--- src/rtl/row_open_policy.sv ---
`default_nettype none
// ============================================================================
// Module      : row_open_policy
// Description : Per-bank open-row table, HIT/MISS/CONFLICT request tagging and
//               idle-timeout precharge request generation.
// Revision    : 1.0 - initial release
// ============================================================================
module row_open_policy #(
    parameter int BANKS        = 16,
    parameter int BANK_W       = 4,
    parameter int ROW_W        = 16,
    parameter int IDLE_TIMEOUT = 64,
    parameter int TO_W         = 7
) (
    input  logic              clk,
    input  logic              rst,
    input  logic              req_valid,
    output logic              req_ready,
    input  logic [BANK_W-1:0] req_bank,
    input  logic [ROW_W-1:0]  req_row,
    input  logic              req_write,
    output logic              cls_valid,
    input  logic              cls_ready,
    output logic [BANK_W-1:0] cls_bank,
    output logic [ROW_W-1:0]  cls_row,
    output logic              cls_write,
    output logic [1:0]        cls_type,
    input  logic              act_done,
    input  logic [BANK_W-1:0] act_bank,
    input  logic [ROW_W-1:0]  act_row,
    input  logic              pre_done,
    input  logic [BANK_W-1:0] pre_bank,
    input  logic              ref_done,
    output logic              pre_req_valid,
    output logic [BANK_W-1:0] pre_req_bank,
    input  logic              pre_req_ready
);

    localparam logic [1:0]      c_CLOSED     = 2'd0;
    localparam logic [1:0]      c_OPEN       = 2'd1;
    localparam logic [1:0]      c_PRE_PEND   = 2'd2;
    localparam logic [1:0]      c_HIT        = 2'b00;
    localparam logic [1:0]      c_MISS       = 2'b01;
    localparam logic [1:0]      c_CONFLICT   = 2'b10;
    localparam logic [TO_W-1:0] c_TIMEOUT    = TO_W'(IDLE_TIMEOUT);
    localparam bit              c_TIMEOUT_EN = (IDLE_TIMEOUT != 0);

    logic [1:0]        r_state [BANKS];
    logic [ROW_W-1:0]  r_row   [BANKS];
    logic [TO_W-1:0]   r_cnt   [BANKS];

    logic              r_cls_valid;
    logic [BANK_W-1:0] r_cls_bank;
    logic [ROW_W-1:0]  r_cls_row;
    logic              r_cls_write;
    logic              r_pre_valid;
    logic [BANK_W-1:0] r_pre_bank;

    logic              w_accept;
    logic              w_pre_hs;
    logic [BANKS-1:0]  w_act_hit, w_pre_hit, w_hs_hit, w_req_hit, w_held;
    logic [BANKS-1:0]  w_elig, w_kill;
    logic [1:0]        w_cls_state;
    logic [ROW_W-1:0]  w_cls_open_row;
    logic              w_any;
    logic [BANK_W-1:0] w_sel;
    logic              w_cur_ok;

    assign req_ready     = !r_cls_valid | cls_ready;
    assign w_accept      = req_valid & req_ready;
    assign w_pre_hs      = r_pre_valid & pre_req_ready;
    assign cls_valid     = r_cls_valid;
    assign cls_bank      = r_cls_bank;
    assign cls_row       = r_cls_row;
    assign cls_write     = r_cls_write;
    assign pre_req_valid = r_pre_valid;
    assign pre_req_bank  = r_pre_bank;

    // Strobe decode per bank; out-of-range bank indices match no bank.
    generate
        for (genvar b = 0; b < BANKS; b++) begin : g_bank
            assign w_act_hit[b] = act_done & (act_bank == BANK_W'(b));
            assign w_pre_hit[b] = pre_done & (pre_bank == BANK_W'(b));
            assign w_hs_hit[b]  = w_pre_hs & (r_pre_bank == BANK_W'(b));
            assign w_req_hit[b] = w_accept & (req_bank == BANK_W'(b));
            assign w_held[b]    = r_cls_valid & (r_cls_bank == BANK_W'(b));
            assign w_elig[b]    = c_TIMEOUT_EN & (r_state[b] == c_OPEN) &
                                  (r_cnt[b] == c_TIMEOUT) & ~w_held[b];
            // Anything that will make the bank ineligible at the next edge.
            assign w_kill[b]    = ref_done | w_act_hit[b] | w_pre_hit[b] |
                                  w_hs_hit[b] | w_req_hit[b];
        end
    endgenerate

    always_ff @(posedge clk) begin
        for (int b = 0; b < BANKS; b++) begin
            if (rst) begin
                r_state[b] <= c_CLOSED;
                r_row[b]   <= '0;
                r_cnt[b]   <= '0;
            end else begin
                if (ref_done)
                    r_state[b] <= c_CLOSED;
                else if (w_act_hit[b]) begin
                    r_state[b] <= c_OPEN;
                    r_row[b]   <= act_row;
                end else if (w_pre_hit[b] && r_state[b] != c_CLOSED)
                    r_state[b] <= c_CLOSED;
                else if (w_hs_hit[b] && r_state[b] == c_OPEN)
                    r_state[b] <= c_PRE_PEND;

                if (w_act_hit[b] | w_req_hit[b] | w_held[b])
                    r_cnt[b] <= '0;
                else if (r_state[b] == c_OPEN && r_cnt[b] != c_TIMEOUT)
                    r_cnt[b] <= r_cnt[b] + TO_W'(1);
            end
        end
    end

    // Classification tracks the live table so stalled requests see ACT/PRE.
    always_comb begin
        w_cls_state    = c_CLOSED;
        w_cls_open_row = '0;
        for (int b = 0; b < BANKS; b++) begin
            if (r_cls_bank == BANK_W'(b)) begin
                w_cls_state    = r_state[b];
                w_cls_open_row = r_row[b];
            end
        end
        if (w_cls_state == c_CLOSED)
            cls_type = c_MISS;
        else if (w_cls_state == c_OPEN && w_cls_open_row == r_cls_row)
            cls_type = c_HIT;
        else
            cls_type = c_CONFLICT;
    end

    always_comb begin
        w_any    = 1'b0;
        w_sel    = '0;
        w_cur_ok = 1'b0;
        for (int b = BANKS - 1; b >= 0; b--) begin
            if (w_elig[b] & ~w_kill[b]) begin
                w_any = 1'b1;
                w_sel = BANK_W'(b);
            end
        end
        for (int b = 0; b < BANKS; b++) begin
            if (r_pre_bank == BANK_W'(b))
                w_cur_ok = w_elig[b] & ~w_kill[b];
        end
    end

    always_ff @(posedge clk) begin
        if (rst) begin
            r_cls_valid <= 1'b0;
            r_cls_bank  <= '0;
            r_cls_row   <= '0;
            r_cls_write <= 1'b0;
        end else if (w_accept) begin
            r_cls_valid <= 1'b1;
            r_cls_bank  <= req_bank;
            r_cls_row   <= req_row;
            r_cls_write <= req_write;
        end else if (cls_ready) begin
            r_cls_valid <= 1'b0;
        end
    end

    // Pending request is held until handshake, or withdrawn once ineligible.
    always_ff @(posedge clk) begin
        if (rst) begin
            r_pre_valid <= 1'b0;
            r_pre_bank  <= '0;
        end else if (r_pre_valid && !pre_req_ready) begin
            if (!w_cur_ok)
                r_pre_valid <= 1'b0;
        end else begin
            r_pre_valid <= w_any;
            if (w_any)
                r_pre_bank <= w_sel;
        end
    end

endmodule
`default_nettype wire

--- config.mk ---
export PLATFORM = sky130hd
export DESIGN_NAME = row_open_policy
export DESIGN_NICKNAME = d
export VERILOG_FILES = /design/src/rtl/row_open_policy.sv
export SDC_FILE = /design/constraint.sdc
export NUM_CORES = 1
export LEC_CHECK = 0
export ABC_AREA = 1
export BUFFER_PORTS_ARGS = -buffer_cell sky130_fd_sc_hd__buf_2
export CAP_MARGIN = 20
export CORE_MARGIN = 10
export CORE_UTILIZATION = 30
export CTS_CLUSTER_SIZE = 14
export DETAILED_ROUTE_END_ITERATION = 6
export SLEW_MARGIN = 25
export SYNTH_ARGS = -nofsm -noshare
export SYNTH_HDL_FRONTEND = slang
export SYNTH_SLANG_ARGS = --single-unit
--- constraint.sdc ---
create_clock -name clk -period 2.6 [get_ports clk]
set_input_delay 0.26 -clock clk [delete_from_list [all_inputs] [get_ports clk]]
set_output_delay 0.26 -clock clk [all_outputs]
set_load 0.05 [all_outputs]
==> results.toml, run 1 <==
[run_status]
outcome = "finished, violations left"
violations = "setup timing"

[drt]
antenna_left = 0
wirelength_um = 60100
firstDrtPassIters = 6
via_count = 17500
wl_per_cell_um = 16.3
drtIter0Drc = 1393
via_per_inst = 4.72
drc_errors = 0

[logic_synthesis]
synth_area_per_cell_um2 = 8.77
synth_seq_cells = 427
synth-edff-count = 400
yosys.area_share.simple = 0.295
synth_fp_nets = 2560
synth.area.mux_share = 0
synth_xor_area_frac = 0.0169
ys_types = 38
synth-compound-area-share = 0.0297
async_reset_ff_frac = 0
yosysWarningCount = 0
synth_cells = 2475
synth_area_um2 = 21700
synth-adder-area-share = 0.0184
synth_top_family_by_area = "simple AND/OR/NAND/NOR gates"
ys.flop_type = "edfxtp_1"
seq_area_frac_synth = 0.578

[critical_path]
cp_max_fo = 5
worstPathArrival_ns = 3.14
crit_top_cell = "buf_4"
timing.rr.end = "pre_req_bank[0]"
slowest_stage = "dfxtp_4"
reg2reg_depth = 25
critPathTopFamily = "simple AND/OR/NAND/NOR gates"
cp-start-kind = "flop"
cp-end-kind = "primary output"
crit_chain = "inv_2, nor2_2, buf_4, buf_4, nand2_4, inv_2, buf_4, buf_4, nand2_1, nand4_1, nor2_2, nand4_1, nand3b_1, nand2_1, nor2_1, nand2_2, nor2_1, nand3_1, nand2_1, inv_1, buf_6"
r2r_start = "cls_bank[0]"
cp_data_required_time_ns = 2.34
critPathMaxStageDelay_ns = 0.36
rrSetupSlack_ns = 0.11
crit_cells = 21
crit_type = "flop to primary output"
critPathBufInv = 8

[timing]
hold_viol = 0
rsz0062_at_grt = "true"
max_slew_margin = 0.491
min_period_ns = 3.40
worst_pin_slew_ns = 0.762
finalSetupTns_ns = -1.46
whs_ns = 0.0610
worst_slack_ns = -0.802
fin_skew_ns = 0.0217
period_share = 1.31
setup_violations = 2
final_max_slew_viol_count = 0
max_freq_ghz = 0.294

[layout]
fin_area_um2 = 26300
finalNetCount = 2800
area_delta_synth_final_pct = 21.0
finish.utilization = 0.367
final_layout_size_suffix_gt1_frac = 0.151

[clocking]
clk_path_buf_depth = 3
htreeDepth = 2
clock_latency_ns = 0.60
cts_root_buf = "clkbuf_16"
clk_pin_slew_ns = 0.06
cts_buffers = 47
cts_tree = "done"
cts_sinks = 427

[placement]
gp_congestion = 0.929
io_buffers = 82
place_hpwl_um = 44300
place_area_um2 = 24200

[worst_hold_path]
min_to = "cls_valid"
min-delay-start = "rst"
hold_depth = 2
hold_class = "primary input to flop"

[pwr]
ir_drop_mv = 0.450
power_density_nw_per_um2 = 621
p_leak_uw = 0.0106
design_power_total_uw = 16300

[grt]
antenna_found_initial = 1
grt_pass1_wl_um = 92900
grt_pass1_vias = 16700
gr-usage-all-layers = 0.140
grt_overflow = 0
grt_max_degree = 32

[die]
start_util = 0.303
rows = 98
fp.dieH_um = 289
fp.dieW_um = 289
coreArea_um2 = 71600
dieArea_um2 = 83600
pin_count = 83

[run]
maxCapViolCount = 0
==> placed cells by master, fill, tap and decap left out, types with 13 or more instances in the layout <==
cell / synthesis / layout
clkbuf_16: 0 / 48
clkbuf_1: 54 / 17
o21ai_1: 0 / 19
buf_6: 0 / 17
dlygate4sd3_1: 0 / 18
nand4_1: 79 / 79
nor3b_1: 22 / 21
nor2_1: 646 / 623
or2_2: 27 / 27
ha_1: 32 / 32
xor2_1: 35 / 35
nand2_1: 458 / 447
inv_1: 260 / 255
dfxtp_1: 27 / 23
buf_4: 1 / 142
nor2_2: 8 / 23
nand3b_1: 19 / 19
a21oi_1: 52 / 52
buf_2: 16 / 80
clkinv_1: 5 / 13
nand3_1: 156 / 143
inv_2: 12 / 16
nor3_1: 60 / 59
edfxtp_1: 400 / 400
o21ai_0: 58 / 39
==> cells in the mapped netlist (6+ instances only) <==
library cell  number  share of area
nor2_1           646           0.11
nand2_1          458          0.079
edfxtp_1         400           0.55
inv_1            260          0.045
nand3_1          156          0.036
nand4_1           79          0.023
nor3_1            60          0.014
o21ai_0           58          0.013
clkbuf_1          54         0.0093
a21oi_1           52          0.012
xor2_1            35          0.014
ha_1              32          0.018
dfxtp_1           27          0.025
or2_2             27         0.0078
nor3b_1           22         0.0076
nand3b_1          19         0.0066
buf_2             16         0.0037
inv_2             12         0.0021
nor2_2             8         0.0023
or2_0              8         0.0023
or2_1              7         0.0020
xnor2_1            7         0.0028
nor4_1             6         0.0017
==> cells by family after synthesis <==
kind of cell	count (synthesis)
AO/OA/AOI/OAI	123
XOR/XNOR	42
adder cells (fa/ha/maj)	32
buffers and inverters	351
flip-flops	427
AND/OR/NAND/NOR	1500
==> per-stage QoR <==
| step | setup WS [ns] | std cells |
|---|---|---|
| 4_1_cts | -0.846 | 3694 |
| 3_5_place_dp | -0.364 | 3584 |
| 2_1_floorplan | 0.0157 | 2475 |
| 5_1_grt | -1.04 | 3699 |
| 3_3_place_gp | -0.394 | 3584 |
| 6_report | -0.802 | 3699 |
==> repair_timing <==
action                                 4_1_cts  5_1_grt
resized for setup                           31       67
endpoints found under the hold margin       18        0
pin swaps                                   19       53
cloned                                       1        0
setup endpoints to repair                    5        6
hold buffers                                18        0
setup buffers                                9        4
==> area by class of cell <==
class                           instances  area, um^2
Antenna cell                            1        2.50
Clock buffer                           65        1260
Clock inverter                         17         143
Fill cell                            7254       45300
Inverter                              277        1040
Multi-Input combinational cell       1697        8070
Sequential cell                       427       12600
Tap cell                              950        1190
Timing Repair Buffer                  265        2000
==> registers in the layout (all words and copies together), names as in the netlist <==
| name | flops |
|---|---|
| cls_bank | 4 |
| cls_row | 16 |
| cls_valid | 1 |
| cls_write | 1 |
| pre_req_bank | 4 |
| pre_req_valid | 1 |
| r_cnt | 112 |
| r_row | 256 |
| r_state | 32 |
==> routing by layer <==
metal | global-route usage | up-vias | part of all wire
li1 | - | 8641 | -
met1 | 0.191 | 8235 | 0.46
met2 | 0.227 | 504 | 0.46
met3 | 0.0223 | 94 | 0.056
met4 | 0.0402 | 0 | 0.023
met5 | 0 | - | 0
==> how the worst max path moves through the flow <==
stage | to | slack, ns | startpoint
after floorplan | r_cnt[1][0] | 0.02 | cls_valid
after global placement | cls_type[1] | -0.39 | cls_bank[2]
after detailed placement | cls_type[1] | -0.36 | cls_bank[2]
after CTS | cls_type[1] | -0.85 | cls_bank[3]
after global routing | cls_type[1] | -1.04 | cls_bank[0]
final | cls_type[1] | -0.80 | cls_bank[3]
==> report_power, final <==
part	switching [uW]	internal [uW]	leakage (uW)	total [uW]
Clock	2750	3510	0.000681	6260
Sequential	221	7930	0.00420	8150
Combinational	1280	647	0.00575	1920
No activity file was read; power rests on OpenSTA's default activity.
==> run 2: changes to the inputs <==
--- a/config.mk
+++ b/config.mk
@@ -8,6 +8,7 @@
 export ABC_AREA = 1
 export BUFFER_PORTS_ARGS = -buffer_cell sky130_fd_sc_hd__buf_2
 export CAP_MARGIN = 20
+export CORE_ASPECT_RATIO = 1.75
 export CORE_MARGIN = 10
 export CORE_UTILIZATION = 30
 export CTS_CLUSTER_SIZE = 14
==> results.toml, run 2 (synthesis gave the netlist of run 1 again) <==
[drt]
drtIter0Drc = 1195
via_per_inst = 4.81
wirelength_um = 66800
drc_errors = 12
antenna_left = 0
firstDrtPassIters = 7
wl_per_cell_um = 18.1
via_count = 17800

[critical_path]
cp_data_required_time_ns = 2.34
cp-start-kind = "flop"
worstPathArrival_ns = 3.22
crit_type = "flop to primary output"
cp-end-kind = "primary output"
cp_max_fo = 5
rrSetupSlack_ns = -0.18

[layout]
finalNetCount = 2831
finalNonFillerCells = 3697
regMostFlops = "r_row"
finish.utilization = 0.368
largest_reg_flops = 256
final_common_cell = "nor2_1"
reg.largest.list = "r_row: 256 flops, r_cnt: 112 flops, r_state: 32 flops"
n_fill_cell = 7154
final_layout_size_suffix_gt1_frac = 0.169
area_delta_synth_final_pct = 21.7
layout_common_cells = "614 x nor2_1, 439 x nand2_1, 400 x edfxtp_1"

[die]
fp.dieH_um = 376
start_util = 0.303
coreArea_um2 = 71700
pin_count = 83
fp.dieW_um = 223
rows = 130
dieArea_um2 = 84000

[grt]
grt_use_met2 = 0.293
grt_use_met1 = 0.150
antenna_found_initial = 6
grt_overflow = 0
gr-usage-all-layers = 0.154
grt_pass1_vias = 17800
use_met3 = 0.0212
top_usage_layer = "met2"
grt_pass1_wl_um = 101000
grt_max_degree = 33

[pwr]
p_sw_uw = 4150
internal-power_uw = 11500
p_leak_uw = 0.0107
p_sw_frac = 0.265
clock_power_share = 0.348
seqPwrFrac = 0.520
design_power_total_uw = 15700
p_comb_frac = 0.132
ir_drop_mv = 0.404
power_density_nw_per_um2 = 594

[timing]
min_period_ns = 3.48
max_slew_margin = 0.409
max_freq_ghz = 0.287
hold_viol = 0
setup_violations = 7
worst_slack_ns = -0.884
final_max_slew_viol_count = 0
period_share = 1.34
fin_skew_ns = 0.0113
worst_pin_slew_ns = 0.885
whs_ns = 0.0803
rsz0062_at_grt = "true"

[clocking]
clock_latency_ns = 0.57
clk_path_buf_depth = 3
cts_root_buf = "clkbuf_16"
clk_pin_slew_ns = 0.07
cts_sinks = 427
cts_buffers = 38
htreeDepth = 2
cts_tree = "done"

[run_status]
violations = "DRC, setup timing"
outcome = "finished, violations left"

[placement]
io_buffers = 82
gp_congestion = 0.986
place_hpwl_um = 49500
dp_cells = 3585
dp_slack_ns = -0.620

[run]
maxCapViolCount = 0

[worst_hold_path]
hold_class = "primary input to flop"
-- run 2: cell count changes in the layout (fill, tap and decap cells not counted), sizes merged --
cell      change
clkbuf        -8
clkinvlp      +1
nor2          +2
clkinv        -9
buf          +38
-- run 2: cell type report --
class | instances | area (um^2) | share of cell area
repair buffers | 303 | 2290 | 0.0866
clock inverters | 9 | 72.6 | 0.00275
flip-flops and latches | 427 | 12600 | 0.475
inverters | 277 | 1070 | 0.0406
clock buffers | 57 | 1060 | 0.0402
multi-input cells | 1699 | 8210 | 0.311
well taps | 924 | 1160 | 0.0437
diodes | 1 | 2.50 | 0.0000947
-- run 2: timing repair --
action | CTS | global route
endpoints found under the hold margin | 18 | 0
resized for setup | 88 | 54
endpoints found under the setup margin | 14 | 13
pin swaps | 42 | 46
hold buffers | 18 | 0
buffers inserted | 16 | 9
cloned | 2 | 1
-- run 2: critical path, stage by stage, from the launching register on --
cell and delay [ns]:
dfxtp_2 0.34, buf_6 0.12, inv_8 0.04, nand2_8 0.07
buf_6 0.10, nor2_4 0.03, inv_4 0.09, buf_12 0.10
nor2_2 0.03, nor2_2 0.11, nand4_1 0.16, nor2_2 0.17
nand4_1 0.14, nor2_2 0.17, nand4_1 0.18, nand3b_1 0.14
nand2_1 0.05, nor2_1 0.09, nand2_1 0.05, nor2_1 0.09
nand3_1 0.08, nand2_1 0.08, inv_1 0.05, buf_6 0.14
-- run 2: path summary, 6_finish.rpt --
kind,startpoint,endpoint,depth (start not counted)
worst max-delay path,cls_bank[3],cls_type[1],23
worst min-delay path,req_bank[0],cls_bank[0],3
worst max register to register,cls_bank[3],pre_req_bank[0],27
worst min register to register,cls_write,cls_write,2
-- run 2: power by group through the flow --
stage	clock (uW)	combinational, uW	sequential (uW)
6_report	5460	2070	8150
5_1_grt	5770	2270	8190
4_1_cts	5580	2030	8150
3_5_place_dp	0	1900	8290
3_3_place_gp	0	1890	8280
2_1_floorplan	0	1010	8330
-- run 2: through the flow --
stage          area [um^2]  TNS, ns
2_1_floorplan        21700        0
3_3_place_gp         24400    -1.90
3_5_place_dp         24400    -2.22
4_1_cts              26100    -1.69
5_1_grt              26400    -3.09
6_report             26400    -2.23
-- run 2: layer usage --
layer	up-vias	routed length [um]
met3	228	2820
li1	8694	-
met4	10	4760
met2	521	36100
met1	8320	23000
met5	-	69
==> run 3: changes to the inputs <==
--- a/config.mk
+++ b/config.mk
@@ -8,11 +8,15 @@
 export ABC_AREA = 1
 export BUFFER_PORTS_ARGS = -buffer_cell sky130_fd_sc_hd__buf_2
 export CAP_MARGIN = 20
+export CELL_PAD_IN_SITES_DETAIL_PLACEMENT = 1
+export CELL_PAD_IN_SITES_GLOBAL_PLACEMENT = 1
 export CORE_ASPECT_RATIO = 1.75
 export CORE_MARGIN = 10
 export CORE_UTILIZATION = 30
 export CTS_CLUSTER_SIZE = 14
 export DETAILED_ROUTE_END_ITERATION = 6
+export HOLD_SLACK_MARGIN = 0.1
+export PLACE_DENSITY_LB_ADDON = 0.1
 export SLEW_MARGIN = 25
 export SYNTH_ARGS = -nofsm -noshare
 export SYNTH_HDL_FRONTEND = slang
==> results.toml, run 3 (synthesis gave the netlist of run 1 again) <==
[run_status]
outcome = "finished, violations left"
violations = "setup timing"

[clocking]
cts_sinks = 427
cts_buffers = 46
cts_tree = "done"
clk_path_buf_depth = 3
clock_latency_ns = 0.61
cts_root_buf = "clkbuf_16"
clk_pin_slew_ns = 0.06
htreeDepth = 2

[pwr]
p_leak_uw = 0.0111
ir_drop_mv = 0.420
power_density_nw_per_um2 = 631

[critical_path]
crit_chain = "inv_4, buf_6, nor2_4, buf_6, buf_4, nand3_2, nand2_2, nor2_2, nand4_1, nand2_1, nand3_2, nand2_2, nand3_2, nand2_2, nand3_2, nand3b_1, nand2_1, nor2_1, nand2_1, nor2_2, nand3_2, nand2_2, inv_2, buf_8"
cp-end-kind = "primary output"
crit_top_cell = "nand3_2"
critPathBufInv = 6
worstPathArrival_ns = 3.33
cp-start-kind = "flop"
slowest_stage = "dfxtp_4"
cp_max_fo = 6
crit_type = "flop to primary output"
critPathMaxStageDelay_ns = 0.39
cp_data_required_time_ns = 2.34
critPathTopFamily = "simple AND/OR/NAND/NOR gates"

[placement]
place_area_um2 = 24900
place_hpwl_um = 58800
dp_cells = 3639
io_buffers = 82
gp_congestion = 0.902

[drt]
firstDrtPassIters = 5
drtIter0Drc = 817
antenna_left = 0
wl_per_cell_um = 20.5
drc_errors = 0
via_per_inst = 4.80
wirelength_um = 77100
via_count = 18000

[layout]
finalNetCount = 2876
area_delta_synth_final_pct = 25.0
largest_reg_flops = 256
regMostFlops = "r_row"
final_common_cell = "nor2_1"
fin_area_um2 = 27100
reg.largest.list = "r_row: 256 flops, r_cnt: 112 flops, r_state: 32 flops"
multi_input_area_um2 = 8170
layout_common_cells = "615 x nor2_1, 437 x nand2_1, 400 x edfxtp_1"
register_area_um2 = 12600
n_fill_cell = 8355
diodes = 0
final_layout_size_suffix_gt1_frac = 0.185
finalNonFillerCells = 3752

[timing]
final_max_slew_viol_count = 0
rsz0062_at_grt = "true"
finalSetupTns_ns = -1.68
worst_slack_ns = -0.987
fin_skew_ns = 0.0155
period_share = 1.38
max_slew_margin = 0.427
min_period_ns = 3.59
hold_viol = 0
whs_ns = 0.150
setup_violations = 3
max_freq_ghz = 0.279
worst_pin_slew_ns = 0.858

[die]
rows = 130
coreArea_um2 = 71700
fp.dieH_um = 376
fp.dieW_um = 223
pin_count = 83
start_util = 0.303
dieArea_um2 = 84000

[grt]
antenna_found_initial = 1
gr-usage-all-layers = 0.179
grt_pass1_wl_um = 116000
grt_overflow = 0
grt_max_degree = 32
grt_pass1_vias = 19600

[worst_hold_path]
hold_class = "primary input to flop"

[run]
maxCapViolCount = 0
run 3: cell types whose count changed in the layout (fill, tap and decap cells not counted), sizes merged:
cell and delta:
clkbuf -6, bufinv +4, clkinvlp +3, inv +1
clkinv +17, nor2 -2, diode -1, buf +39
run 3: path summary, 6_finish.rpt:
path	start	endpoint	slack (ns)	cells after the start
max	cls_bank[0]	cls_type[1]	-0.99	24
min	pre_req_ready	pre_req_valid	0.15	6
max reg2reg	cls_bank[1]	pre_req_bank[0]	-0.09	24
min reg2reg	cls_write	cls_write	0.50	2
run 3: power by group:
part / switching, uW / internal (uW) / leakage, uW
sequential: 236 / 7930 / 0.00420
clock: 3000 / 3770 / 0.000732
combinational: 1460 / 726 / 0.00620
total: 4700 / 12400 / 0.0111
run 3: through the flow:
step | utilization | power [uW] | setup WS (ns)
after floorplan | - | 9340 | 0.0157
after global placement | 0.348 | 10300 | -0.707
after detailed placement | 0.348 | 10400 | -0.693
after CTS | 0.374 | 17300 | -1.12
after global routing | 0.378 | 17800 | -1.14
final | 0.378 | 17100 | -0.987
run 3: what timing repair did:
action	in CTS	in global routing
setup endpoints to repair	6	14
cloned	0	1
hold endpoints to repair	18	0
pin swaps	21	48
resized for setup	53	80
setup buffers	4	7
hold buffers	18	0
run 3: tightest hold or removal path, delay by kind of cell:
kind            cells  cell delay (ns)
buf+inv             2             0.14
simple gates        2             0.19
compound gates      2             0.12
run 3: cell type report:
class,count,area share
clock buffers,51,0.0431
clock inverters,34,0.0124
inverters,277,0.0393
multi-input cells,1697,0.301
flip-flops and latches,427,0.463
well taps,924,0.0426
repair buffers,342,0.0988
run 3: routing by layer:
layer / GRT usage / wire [um] / part of all wire / vias to the layer above
met5: 0 / 18 / 0.00023 / -
met4: 0.0837 / 3560 / 0.046 / 2
met3: 0.0210 / 1840 / 0.024 / 136
met2: 0.350 / 42700 / 0.55 / 252
met1: 0.183 / 29000 / 0.38 / 8846
li1: - / - / - / 8778
